==> config.mk <==
export PLATFORM = sky130hd
export DESIGN_NAME = osc_window_hyst
export DESIGN_NICKNAME = d
export VERILOG_FILES = /design/src/rtl/osc_window_hyst.sv
export SDC_FILE = /design/constraint.sdc
export NUM_CORES = 1
export LEC_CHECK = 0
export BUFFER_PORTS_ARGS = -buffer_cell sky130_fd_sc_hd__buf_2
export CAP_MARGIN = 20
export CORE_MARGIN = 10
export CORE_UTILIZATION = 35
export CTS_CLUSTER_DIAMETER = 40
export DETAILED_ROUTE_END_ITERATION = 8
export GPL_TIMING_DRIVEN = 0
export PLACE_DENSITY_LB_ADDON = 0.05
export REMOVE_ABC_BUFFERS = 1
export SLEW_MARGIN = 30
export SYNTH_ARGS = -nofsm -noshare
export SYNTH_HDL_FRONTEND = slang
export SYNTH_SLANG_ARGS = --single-unit
==> constraint.sdc <==
create_clock -name clk -period 5.95 [get_ports clk]
set_input_delay 0.595 -clock clk [delete_from_list [all_inputs] [get_ports clk]]
set_output_delay 0.595 -clock clk [all_outputs]
set_load 0.1 [all_outputs]
==> src/rtl/osc_window_hyst.sv <==
// osc_window_hyst
// Measurement back-end of the ring-oscillator temperature sensor.
// Counts synchronised oscillator pulses over a window of 2^WIN_LOG2 clk
// cycles, publishes each completed window count and drives a debounced,
// hysteretic over-temperature flag (hot = slower oscillator = lower count).
//
// Parameters:
//   CNT_W    width of the pulse counter and thresholds
//   WIN_LOG2 window length is 2^WIN_LOG2 clk cycles (2..20)
//   DEB      consecutive qualifying windows needed to toggle temp_warn (1..15)
//
// Ports:
//   clk         system clock
//   rst_n       asynchronous active-low reset
//   en          measurement enable; low holds counters at 0
//   osc_pulse   one-cycle pulse per oscillator edge (already synchronised)
//   thr_set     temp_warn set condition: count < thr_set
//   thr_clr     temp_warn clear condition: count > thr_clr
//   count_out   last completed window count
//   count_valid one-cycle strobe, count_out just updated
//   temp_warn   over-temperature flag
//
// Build option: define OSC_WARN_STICKY_EN to make temp_warn sticky once set
// (only rst_n clears it). Counting is identical in both builds.

`timescale 1ns/1ps

module osc_window_hyst #(
  parameter int CNT_W    = 16,
  parameter int WIN_LOG2 = 12,
  parameter int DEB      = 3
) (
  input  logic             clk,
  input  logic             rst_n,
  input  logic             en,
  input  logic             osc_pulse,
  input  logic [CNT_W-1:0] thr_set,
  input  logic [CNT_W-1:0] thr_clr,
  output logic [CNT_W-1:0] count_out,
  output logic             count_valid,
  output logic             temp_warn
);

  localparam logic [0:0] ST_CLEAR = 1'b0;
  localparam logic [0:0] ST_SET   = 1'b1;

  localparam logic [CNT_W-1:0]    CNT_MAX  = '1;
  localparam logic [CNT_W-1:0]    CNT_ZERO = '0;
  localparam logic [WIN_LOG2-1:0] WIN_LAST = '1;
  localparam logic [WIN_LOG2-1:0] WIN_ONE  = 1;
  localparam logic [3:0]          DEB_L    = 4'(DEB);

  logic [WIN_LOG2-1:0] win_cnt_reg;
  logic [CNT_W-1:0]    pulse_cnt_reg;
  logic [CNT_W-1:0]    pulse_cnt_next;
  logic [CNT_W-1:0]    count_out_reg;
  logic                valid_reg;
  logic [0:0]          state_reg, state_next;
  logic [3:0]          streak_reg, streak_next;
  logic [3:0]          streak_inc;
  logic                terminal;
  logic                evaluate;

  // Terminal cycle only counts when en is sampled high in it.
  assign terminal = en && (win_cnt_reg == WIN_LAST);

  // Saturating add of the current pulse; used both for the running count and
  // for the published value so a terminal-cycle pulse is included.
  assign pulse_cnt_next = (osc_pulse && (pulse_cnt_reg != CNT_MAX))
                        ? pulse_cnt_reg + {CNT_ZERO[CNT_W-1:1], 1'b1}
                        : pulse_cnt_reg;

  always_ff @(posedge clk or negedge rst_n) begin
    if (!rst_n) begin
      win_cnt_reg   <= '0;
      pulse_cnt_reg <= '0;
      count_out_reg <= '0;
      valid_reg     <= 1'b0;
    end else if (!en) begin
      win_cnt_reg   <= '0;
      pulse_cnt_reg <= '0;
      valid_reg     <= 1'b0;
    end else begin
      win_cnt_reg <= win_cnt_reg + WIN_ONE;
      valid_reg   <= terminal;
      if (terminal) begin
        count_out_reg <= pulse_cnt_next;
        pulse_cnt_reg <= '0;
      end else begin
        pulse_cnt_reg <= pulse_cnt_next;
      end
    end
  end

  // The strobe is forced low while en is low; the hysteresis only evaluates
  // on a strobe that is actually presented.
  assign count_valid = valid_reg && en;
  assign evaluate    = count_valid;
  assign streak_inc  = streak_reg + 4'd1;

  always_comb begin
    state_next  = state_reg;
    streak_next = streak_reg;
    if (evaluate) begin
      if (state_reg == ST_CLEAR) begin
        if (count_out_reg < thr_set) begin
          if (streak_inc == DEB_L) begin
            state_next  = ST_SET;
            streak_next = 4'd0;
          end else begin
            streak_next = streak_inc;
          end
        end else begin
          streak_next = 4'd0;
        end
      end else begin
`ifdef OSC_WARN_STICKY_EN
        streak_next = 4'd0;
`else
        if (count_out_reg > thr_clr) begin
          if (streak_inc == DEB_L) begin
            state_next  = ST_CLEAR;
            streak_next = 4'd0;
          end else begin
            streak_next = streak_inc;
          end
        end else begin
          streak_next = 4'd0;
        end
`endif
      end
    end
  end

  always_ff @(posedge clk or negedge rst_n) begin
    if (!rst_n) begin
      state_reg  <= ST_CLEAR;
      streak_reg <= 4'd0;
    end else begin
      state_reg  <= state_next;
      streak_reg <= streak_next;
    end
  end

  assign count_out = count_out_reg;
  assign temp_warn = (state_reg == ST_SET);

endmodule
==> results of run 1 <==
==> cell families (layout without fill, tap and decap cells) <==
logic type / Yosys count / after routing / share of synthesized area (%)
AOI/OAI and AO/OA: 55 / 55 / 11.7
and+or+nand+nor: 125 / 125 / 21.0
buffers and inverters: 41 / 97 / 5.04
DFF: 50 / 50 / 41.0
muxes: 1 / 1 / 0.328
xor gates and xnor gates: 23 / 23 / 6.60
adders and majority gates: 35 / 35 / 14.4
==> routing by layer <==
layer / global-route usage (%) / part of all wire [%] / routed length [µm] / vias to the layer above
met2: 16.7 / 41 / 2910 / 50
met1: 16.2 / 54 / 3850 / 1106
met4: 3.05 / 0.81 / 58 / 0
met3: 2.83 / 4.9 / 348 / 6
met5: 0 / 0 / 0 / -
li1: - / - / - / 1246
==> stage by stage <==
| stage | utilization, % | instances | total power, W | hold slack [ps] | setup slack [ps] |
|---|---|---|---|---|---|
| floorplan | - | 325 | 0.000375 | 299 | 3010 |
| global placement | 40.0 | 486 | 0.000402 | 521 | 3150 |
| detailed placement | 40.0 | 486 | 0.000403 | 534 | 3110 |
| CTS | 41.6 | 494 | 0.000702 | 323 | 3380 |
| global route | 41.6 | 494 | 0.000721 | 348 | 3300 |
| finish | 41.6 | 494 | 0.000688 | 304 | 3450 |
==> final cells by class <==
cell class                      instances  area share (%)
Multi-Input combinational cell        239            46.0
Timing Repair Buffer                   53            7.48
Sequential cell                        50            35.0
Tap cell                              108            3.78
Inverter                               36            3.78
Clock buffer                            6            2.31
Clock inverter                          2            1.68
==> worst paths after layout <==
check | slack, ps | endpoint | cells after the start
min in group clk | 540 | win_cnt_reg[0]$_DFF_PN0_ | 1
min reg2reg | 540 | win_cnt_reg[0]$_DFF_PN0_ | 1
max in group asynchronous | 5200 | count_out[5]$_DFFE_PN0P_ | 1
max reg2reg | 3450 | streak_reg[2]$_DFFE_PN0P_ | 8
min | 300 | streak_reg[0]$_DFFE_PN0P_ | 1
max | 3450 | streak_reg[2]$_DFFE_PN0P_ | 8
==> critical path, stage by stage (launching register included) <==
cell	delay [ps]
dfrtp_1	430
ha_1	320
nand4_1	190
or4_1	550
nor3_1	210
or4_1	190
a21boi_4	230
o21ai_0	100
a21o_1	190
==> layout by cell type (no fill, tap or decap), types with 2 or more instances in the layout <==
cell type,count
inv_1,36
nand3_1,16
dfrtp_1,50
buf_2,52
or3_1,2
a21o_1,6
nor3_1,3
or4_1,3
nand4_1,12
a21oi_1,12
bufinv_16,2
ha_1,35
clkbuf_8,6
nand2_1,36
nand2b_1,2
and2_1,10
o21ai_0,26
a211oi_1,2
xor2_1,8
xnor2_1,15
nor2_1,23
and4_1,4
and3_1,6
==> report_power, final <==
part	internal, W	switching, W
clock	0.000179	0.000114
sequential	0.000343	0.00000421
combinational	0.0000198	0.0000281
total	0.000542	0.000146
==> metrics.md, run 1 <==
| Metric | Value |
|---|---|
| # hold bufs at CTS | 0 |
| Worst min-delay path class | input pin to async pin |
| Leak | about 1.9 nW |
| I/O Buffers | 53 |
| Startpoint Class | flop |
| Number of diodes | 0 |
| Slew @ Worst Pin | 673 ps |
| Netlist cell types | 39 |
| Post-Synthesis Cell Area | 3050 µm² |
| Fin area | 3580 µm² |
| Peak Freq | 399 MHz |
| CP Data Arrival Time | 2710 ps |
| Critical R2R Launch | count_out[15]$_DFFE_PN0P_ |
| First-pass iteration count of the detailed router | 4 |
| Final wirelength | approximately 7200 µm |
| CTS sink count | 50 |
| Period utilization | between 40% and 50% |
| Max Slew Vio Count | 0 |
| Nets | 456 |
| Max-cap violations | 0 |
| DIE HEIGHT | approximately 110 µm |
| EDFF count, synth | 0 |
| Peak supply drop | roughly 0.10 mV |
| Multi-input logic area | 1650 µm² |
| Post-Synthesis Mean Instance Area | 9.25 µm² |
| Synthesis-to-finish area growth | 17.3% |
| First DRT Iteration DRCs | 96 |
| Global route total overflow | 0 |
| Die ar. | 12900 µm² |
| Yosys top cell area share | 41.0% |
| Sequential cell area fraction in the yosys report | ~41% |
| GRT Overall Usage | between 10% and 20% |
| Clock root cell | clkbuf_8 |
| ANT nets after route | 0 |
| Hold Fails Final Rpt | 0 |
| DRC Markers | 0 |
| Tmin final | 2500 ps |
| Clk pin slew, worst setup/hold paths | 100 ps |
| WS Path Type | flop to flop |
| Initial Util | 35.5% |
| Post-CTS Repair Setup Buffers | 0 |
| Skew final | roughly 10 ps |
| Clk Latency, worst-skew pair | 300 ps |
| Setup TNS | 0 ps |
| Register Area | between 1000 and 1500 µm² |
| Layout cell share with drive strength beyond 1 | 17.1% |
| Wirelength per Cell | 14.5 µm |
| DP Area | 3440 µm² |
| Total number of vias | about 2400 |
| Cts bufs inserted | 5 |
| Flops & latches, synth | 50 |
| Vias in the first global route | 2394 |
| Most area-consuming cells after synthesis | dfrtp_1 41%, ha_1 14%, inv_1 4.4% |
| Top-count cell post-synth | dfrtp_1 |
| H-tree Lvls | 2 |
| Via density | 4.87 |
| RSZ-0062 raised after global routing | false |
| Post-Syn Instances | 330 |
| CTS tree | yes |
| FILL cells | 925 |
| Largest area contributor in the netlist | dfrtp_1 |
| Initial antenna violation count | 0 |
| RD Place Congestion | 0.767 |
| Ys Warns | 0 |
| Global-route wire length before repair | 12200 µm |
| Die Span X | around 110 µm |
| Largest net degree at the start of global routing | 51 |
| CP startpoint | count_out[15]$_DFFE_PN0P_ |
| Req. time, crit path | 6150 ps |
| Top_reg_cell synth | dfrtp_1 |
| Post-CTS sizing | 0 |
| Num ports | 54 |
| Maximum clock path buffer count | 2 |
| Final setup violation count | 0 |
| Core area | about 8600 µm² |
| Fraction of registers with async set or reset after synthesis | 100% |
| Status | finished, final reports clean |
| Num rows | 34 |
| Crit-path max FO | 5 |
| Post-synth top cells | 50 x dfrtp_1, 36 x inv_1, 36 x nand2_1, 35 x ha_1, 26 x o21ai_0 |
| Crit. End Element | flop |
| Detailed Place HPWL | around 5700 µm |
| Slew margin rel. | a little under three fifths |
| P per Cell Area | a little under 200 nW/µm² |
Power figures use the tool's default switching activity.
==> run 2, diff against run 1 <==
==> constraint.sdc (replaced) <==
create_clock -name clk -period 2.3 [get_ports clk]
set_input_delay 0.23 -clock clk [delete_from_list [all_inputs] [get_ports clk]]
set_output_delay 0.23 -clock clk [all_outputs]
set_load 0.1 [all_outputs]
==> run 2 against run 1 <==
  * The run now ends with setup timing left
  * Global-route usage up 0.40 points
  * Flip-flop and latch count unchanged
  * Clock power rose to 2.6 times the previous value
  * Utilization up 3.2 points
  * Final area up 7.7%
  * Maximum frequency up 7.8%
  * Largest cell class unchanged
==> metrics.md, run 2 (synthesis gave the netlist of run 1 again) <==
| Metric | Value |
|---|---|
| Status | finished, violations left |
| Violated checks | setup timing |
| GRT Overall Usage | 11.8% (+0.40 points) |
| Min-delay src | en |
| Die ar. | 12900 µm² (unchanged) |
| Total number of vias | 2483 (+3.1%) |
| ANT nets after route | 0 (unchanged) |
| First DRT Iteration DRCs | 104 (+8.3%) |
| Vias in the first global route | 2501 (+4.5%) |
| Startpoint Class | flop |
| Reg2Reg Depth | 8 (unchanged) |
| CTS tree | yes |
| Synthesis-to-finish area growth | 26.3% |
| Largest net degree at the start of global routing | 51 (unchanged) |
| RD Place Congestion | 0.767 (unchanged) |
| Skew final | 11.6 ps (+1.23 ps) |
| CTS sink count | 50 (unchanged) |
| Slew margin rel. | 54.2% (-0.98 points) |
| Wirelength per Cell | 14.6 µm (+0.57%) |
| Clock root cell | clkbuf_8 |
| H-tree Lvls | 2 (unchanged) |
| Final wirelength | 7530 µm (+5.0%) |
| Num rows | 34 (unchanged) |
| Worst min-delay path class | input pin to flop |
| I/O Buffers | 53 (unchanged) |
| Total Power | 0.00179 W (+160%) |
| Clk pin slew, worst setup/hold paths | 100 ps (about the same) |
| Cts bufs inserted | 5 (unchanged) |
| Slew @ Worst Pin | 687 ps (+14.7 ps) |
| Number of diodes | 0 (unchanged) |
| Core area | 8590 µm² (unchanged) |
| Dpl cells | 486 (unchanged) |
| Hold Fails Final Rpt | 0 (unchanged) |
| Setup WS post-layout | -24.2 ps (-3470 ps) |
| Register Area | 1250 µm² (about the same) |
| Initial Util | 35.5% (unchanged) |
| CP Data Arrival Time | 2560 ps (-150 ps) |
| Detailed Place HPWL | 5730 µm (unchanged) |
| Nets | 478 (+4.8%) |
| Period utilization | 101% (+59 points) |
| P per Cell Area | 465 nW/µm² (+140%) |
| Layout cell share with drive strength beyond 1 | 24.8% (+7.7 points) |
| First-pass iteration count of the detailed router | 4 (unchanged) |
| RR Endpoint | streak_reg[0]$_DFFE_PN0P_ |
| Commonest non-fill, non-tap cells in the layout | 52 x buf_2, 49 x dfrtp_1, 36 x inv_1, 36 x nand2_1, 28 x ha_1 |
| Clk Latency, worst-skew pair | 300 ps (about the same) |
| Num ports | 54 (unchanged) |
| Maximum clock path buffer count | 2 (unchanged) |
| Leak | 2.02 nW (+5.7%) |
| Hold-critical path depth | 2 |
| Die Span X | 113 µm (unchanged) |
| Final setup violation count | 1 (+1) |
| Via density | 4.81 (-1.3%) |
| Peak Freq | 430 MHz (+7.8%) |
| Global-route wire length before repair | 12500 µm (+3.2%) |
| Max-cap violations | 0 (unchanged) |
| DIE HEIGHT | 113 µm (unchanged) |
| Tmin final | 2320 ps (-181 ps) |
| Crit-path max FO | 5 (unchanged) |
| FILL cells | 902 (-2.5%) |
| DRC Markers | 0 (unchanged) |
| WS Path Type | flop to flop |
| Crit. End Element | flop |
| Hold Path Sink | win_cnt_reg[0]$_DFF_PN0_ |
| Most common cell after layout, fill and taps aside | buf_2 |
| Initial antenna violation count | 0 (unchanged) |
| Max Slew Vio Count | 0 (unchanged) |
| Req. time, crit path | 2540 ps (-3610 ps) |
| Peak supply drop | 0.271 mV (+160%) |
| RSZ-0062 raised after global routing | true |
| Multi-input logic area | 1750 µm² (+6.5%) |
| Critical R2R Launch | count_out[14]$_DFFE_PN0P_ |
| FF-to-FF setup slack | -20 ps (-3470 ps) |
| Global route total overflow | 0 (unchanged) |
| Finished Layout Cells | 516 (+4.5%) |
[run 2: cell types whose count changed in the layout (fill, tap and decap cells not counted), sizes merged]
cell         delta
buf            +21
dlygate4sd3     +1
[run 2: worst max-delay path, stage by stage, from the launching register on]
cell      delay (ps)
dfrtp_1          410
ha_1             300
nand4_1          150
buf_4            140
a21oi_2           30
or4_4            520
a21boi_4         170
or4_1            460
o21ai_1           80
[run 2: repair_timing]
action                                  in CTS  in global routing
endpoints found under the setup margin       4                 22
endpoints found under the hold margin       50                  0
hold buffers                                 1                  0
pin swaps                                    5                 12
setup buffers                               14                  7
gates resized for setup                      8                 10
[run 2: power by group]
part           total, W  internal, W  switching (W)  leakage [nW]
logic          0.000134    0.0000569      0.0000775          1.27
registers      0.000897     0.000886      0.0000109         0.683
clock network  0.000760     0.000464       0.000296        0.0714
[run 2: stage by stage]
step	util, %	area (µm²)	worst slack (ps)	hold WS [ps]	TNS, ps
floorplan	-	3030	-642	-65.6	-2090
detailed placement	40.0	3440	-250	310	-693
CTS	43.6	3740	-62.2	291	-140
finish	44.8	3850	-24.2	306	-24.2
global route	44.8	3850	-105	310	-241
global placement	40.0	3430	-210	521	-624
[run 2: worst max path at each step]
stage | from | end | slack [ps] | cells after the start
after floorplan | count_out[1]$_DFFE_PN0P_ | streak_reg[0]$_DFFE_PN0P_ | -640 | 7
after global placement | count_out[15]$_DFFE_PN0P_ | streak_reg[2]$_DFFE_PN0P_ | -210 | 8
after detailed placement | count_out[15]$_DFFE_PN0P_ | streak_reg[2]$_DFFE_PN0P_ | -250 | 8
after CTS | count_out[14]$_DFFE_PN0P_ | streak_reg[2]$_DFFE_PN0P_ | -60 | 8
after global routing | count_out[15]$_DFFE_PN0P_ | streak_reg[0]$_DFFE_PN0P_ | -110 | 7
final | count_out[14]$_DFFE_PN0P_ | streak_reg[0]$_DFFE_PN0P_ | -20 | 8
[run 2: cell type report]
class	instances	share of cell area, %
multi-input cells	239	45.5
flip-flops and latches	50	32.5
repair buffers	75	11.3
inverters	36	3.51
well taps	108	3.51
clock buffers	6	2.14
clock inverters	2	1.56
[run 2: layer usage]
metal	wire, µm	share of wire (%)	GRT usage, %
met5	0	0	0
met4	61	0.81	3.05
met3	331	4.4	2.83
met2	3130	41	17.5
met1	4020	53	16.7
==> run 3, diff against run 2 <==
--- a/config.mk
+++ b/config.mk
@@ -7,6 +7,7 @@
 export LEC_CHECK = 0
 export BUFFER_PORTS_ARGS = -buffer_cell sky130_fd_sc_hd__buf_2
 export CAP_MARGIN = 20
+export CORE_ASPECT_RATIO = 0.7
 export CORE_MARGIN = 10
 export CORE_UTILIZATION = 35
 export CTS_CLUSTER_DIAMETER = 40
==> run 3 against run 2 <==
  * Largest power group unchanged
  * Setup slack worse by 29 ps
  * The run still ends with setup timing left
  * Combinational power up 3%
  * Utilization up 0.96 points
  * Die area up 0.47%
  * Critical endpoint unchanged
  * Clock skew down 2.7 ps
  * Worst hold slack better by 15 ps
  * Final area up 0.78%
  * Clock-buffer cell count unchanged
  * Wire length up 3.5%
  * Sequential share of layout area down 0.15 points
  * Global-route usage up 0.39 points
  * Non-clock buffer count down 5
==> metrics.md, run 3 (synthesis gave the netlist of run 1 again) <==
| Metric | Value |
|---|---|
| Status | finished, violations left |
| Violated checks | setup timing |
| Total number of vias | 2437 (-1.9%) |
| Die Span X | 132 µm (+16%) |
| Number of diodes | 0 (unchanged) |
| Synthesis-to-finish area growth | 27.3% |
| Slew @ Worst Pin | 656 ps (-31.7 ps) |
| Cts bufs inserted | 5 (unchanged) |
| Via density | 4.66 (-3.2%) |
| Clock root cell | clkbuf_16 |
| RD Place Congestion | 0.781 (+1.8%) |
| Vias in the first global route | 2519 (+0.72%) |
| Switch share | 22.3% (+0.88 points) |
| Num ports | 54 (unchanged) |
| P per Cell Area | 495 nW/µm² (+6.5%) |
| H-tree Lvls | 2 (unchanged) |
| GRT Overall Usage | 12.2% (+0.39 points) |
| RSZ-0062 raised after global routing | true |
| Max Slew Vio Count | 0 (unchanged) |
| First DRT Iteration DRCs | 87 (-16%) |
| Final wirelength | 7800 µm (+3.5%) |
| Pint | 0.00149 W (+6.1%) |
| Startpoint Class | flop |
| Combinational share of power | 7.2% (-0.3 points) |
| Num rows | 28 (-18%) |
| Req. time, crit path | 2520 ps (-20 ps) |
| Crit. End Element | flop |
| DIE HEIGHT | 98.1 µm (-13%) |
| Die ar. | 12900 µm² (+0.47%) |
| Critical-path top delay cell | or4_4 |
| Initial antenna violation count | 0 (unchanged) |
| Setup WS post-layout | -53.6 ps (-29.3 ps) |
| Max-cap violations | 0 (unchanged) |
| Peak supply drop | 0.257 mV (-5.0%) |
| Maximum clock path buffer count | 2 (unchanged) |
| Peak Freq | 425 MHz (-1.2%) |
| Global-route wire length before repair | 12900 µm (+3.1%) |
| First-pass iteration count of the detailed router | 4 (unchanged) |
| Global route total overflow | 0 (unchanged) |
| Clk pin slew, worst setup/hold paths | 70 ps (-30 ps) |
| Nets | 473 (-1.0%) |
| I/O Buffers | 53 (unchanged) |
| Crit path top cell by count | o21ai_1 |
| CTS sink count | 50 (unchanged) |
| Clk Latency, worst-skew pair | 290 ps (about the same) |
| Layout cell share with drive strength beyond 1 | 25.1% (+0.31 points) |
| Leak | 2.01 nW (-0.56%) |
| Commonest non-fill, non-tap cells in the layout | 52 x buf_2, 46 x dfrtp_1, 36 x inv_1, 36 x nand2_1, 28 x ha_1 |
| Period utilization | 102% (+1.3 points) |
| CP Data Arrival Time | 2580 ps (+20 ps) |
| WS Path Type | flop to flop |
| Most common cell after layout, fill and taps aside | buf_2 |
| Crit path largest cell delay | 530 ps (about the same) |
| Largest net degree at the start of global routing | 51 (unchanged) |
| Buf/Inv on CP | 1 (unchanged) |
| Hold WS | 321 ps (+15.4 ps) |
| Delay-heaviest family, CP | simple AND/OR/NAND/NOR gates |
| CTS tree | yes |
| ANT nets after route | 0 (unchanged) |
| Reg power frac | 46.7% (-3.4 points) |
| Setup WS pre-CTS | -188 ps (+63.0 ps) |
| DRC Markers | 0 (unchanged) |
| Final setup violation count | 3 (+2) |
| Sw power | 0.000429 W (+12%) |
| Clock network fraction of total power | 46.1% (+3.7 points) |
| Detailed Place HPWL | 5810 µm (+1.4%) |
| Hold Fails Final Rpt | 0 (unchanged) |
| Crit-path cells | ha_4 -> buf_4 -> a211oi_2 -> o21ai_1 -> or4_4 -> a21boi_4 -> or4_1 -> o21ai_1 |
| Skew final | 8.88 ps (-2.75 ps) |
| Initial Util | 36.0% (+0.48 points) |
| Core area | 8480 µm² (-1.3%) |
| Crit-path max FO | 5 (unchanged) |
| Wirelength per Cell | 14.9 µm (+2.1%) |
| Tmin final | 2350 ps (+29.3 ps) |
| Worst min-delay path class | input pin to flop |
| Slew margin rel. | 56.3% (+2.1 points) |
[run 3: power by group through the flow]
| stage | sequential (W) | clock, W | combinational [W] |
|---|---|---|---|
| after floorplan | 0.000912 | 0 | 0.0000586 |
| after global placement | 0.000914 | 0 | 0.000126 |
| after detailed placement | 0.000914 | 0 | 0.000127 |
| after CTS | 0.000897 | 0.000912 | 0.000134 |
| after global routing | 0.000898 | 0.000950 | 0.000159 |
| final | 0.000898 | 0.000887 | 0.000138 |
[run 3: layout make-up]
cell class,instances,area (µm²)
tap,120,150
sequential,50,1260
multi-input combinational,239,1770
fill,848,4590
clock inverter,2,38.8
inverter,36,135
timing repair buffer,70,398
clock buffer,6,139
[run 3: worst reg2reg max path, stage by stage (launching register included)]
cell and delay (ps):
dfrtp_1 440, ha_4 260, buf_4 140, a211oi_2 170
o21ai_1 100, or4_4 530, a21boi_4 180, or4_1 390
o21ai_1 80
[run 3: timing repair]
action | in CTS | in global routing
resized for setup | 11 | 12
buffers inserted | 11 | 5
hold endpoints to repair | 29 | 0
endpoints found under the setup margin | 4 | 20
hold buffers | 1 | 0
pin swaps | 7 | 13
[run 3: per-stage QoR]
| stage | instances | util [%] | cell area (µm²) | TNS, ps | power [W] |
|---|---|---|---|---|---|
| 2_1_floorplan | 325 | - | 3030 | -2090 | 0.000971 |
| 3_3_place_gp | 498 | 40.7 | 3450 | -433 | 0.00104 |
| 3_5_place_dp | 498 | 40.7 | 3450 | -403 | 0.00104 |
| 4_1_cts | 518 | 44.5 | 3770 | -58.0 | 0.00194 |
| 5_1_grt | 523 | 45.8 | 3880 | -359 | 0.00201 |
| 6_report | 523 | 45.8 | 3880 | -92.7 | 0.00192 |
[run 3: metal layers]
metal	track usage, %	up-vias	share of wire, %
li1	-	1279	-
met2	17.0	33	39
met3	2.81	6	2.7
met5	0	-	0
met1	17.9	1119	57
met4	3.75	0	0.96
[run 3: final timing paths]
path / startpoint / to / slack, ps / cells after the start
setup / recovery: count_out[15]$_DFFE_PN0P_ / streak_reg[0]$_DFFE_PN0P_ / -50 / 8
hold / removal: en / win_cnt_reg[5]$_DFF_PN0_ / 320 / 2
setup reg to reg: count_out[15]$_DFFE_PN0P_ / streak_reg[0]$_DFFE_PN0P_ / -50 / 8
hold reg to reg: streak_reg[3]$_DFFE_PN0P_ / streak_reg[3]$_DFFE_PN0P_ / 530 / 1
max in group asynchronous: rst_n / count_out[11]$_DFFE_PN0P_ / 1310 / 2
min in group asynchronous: rst_n / pulse_cnt_reg[1]$_DFF_PN0_ / 500 / 2
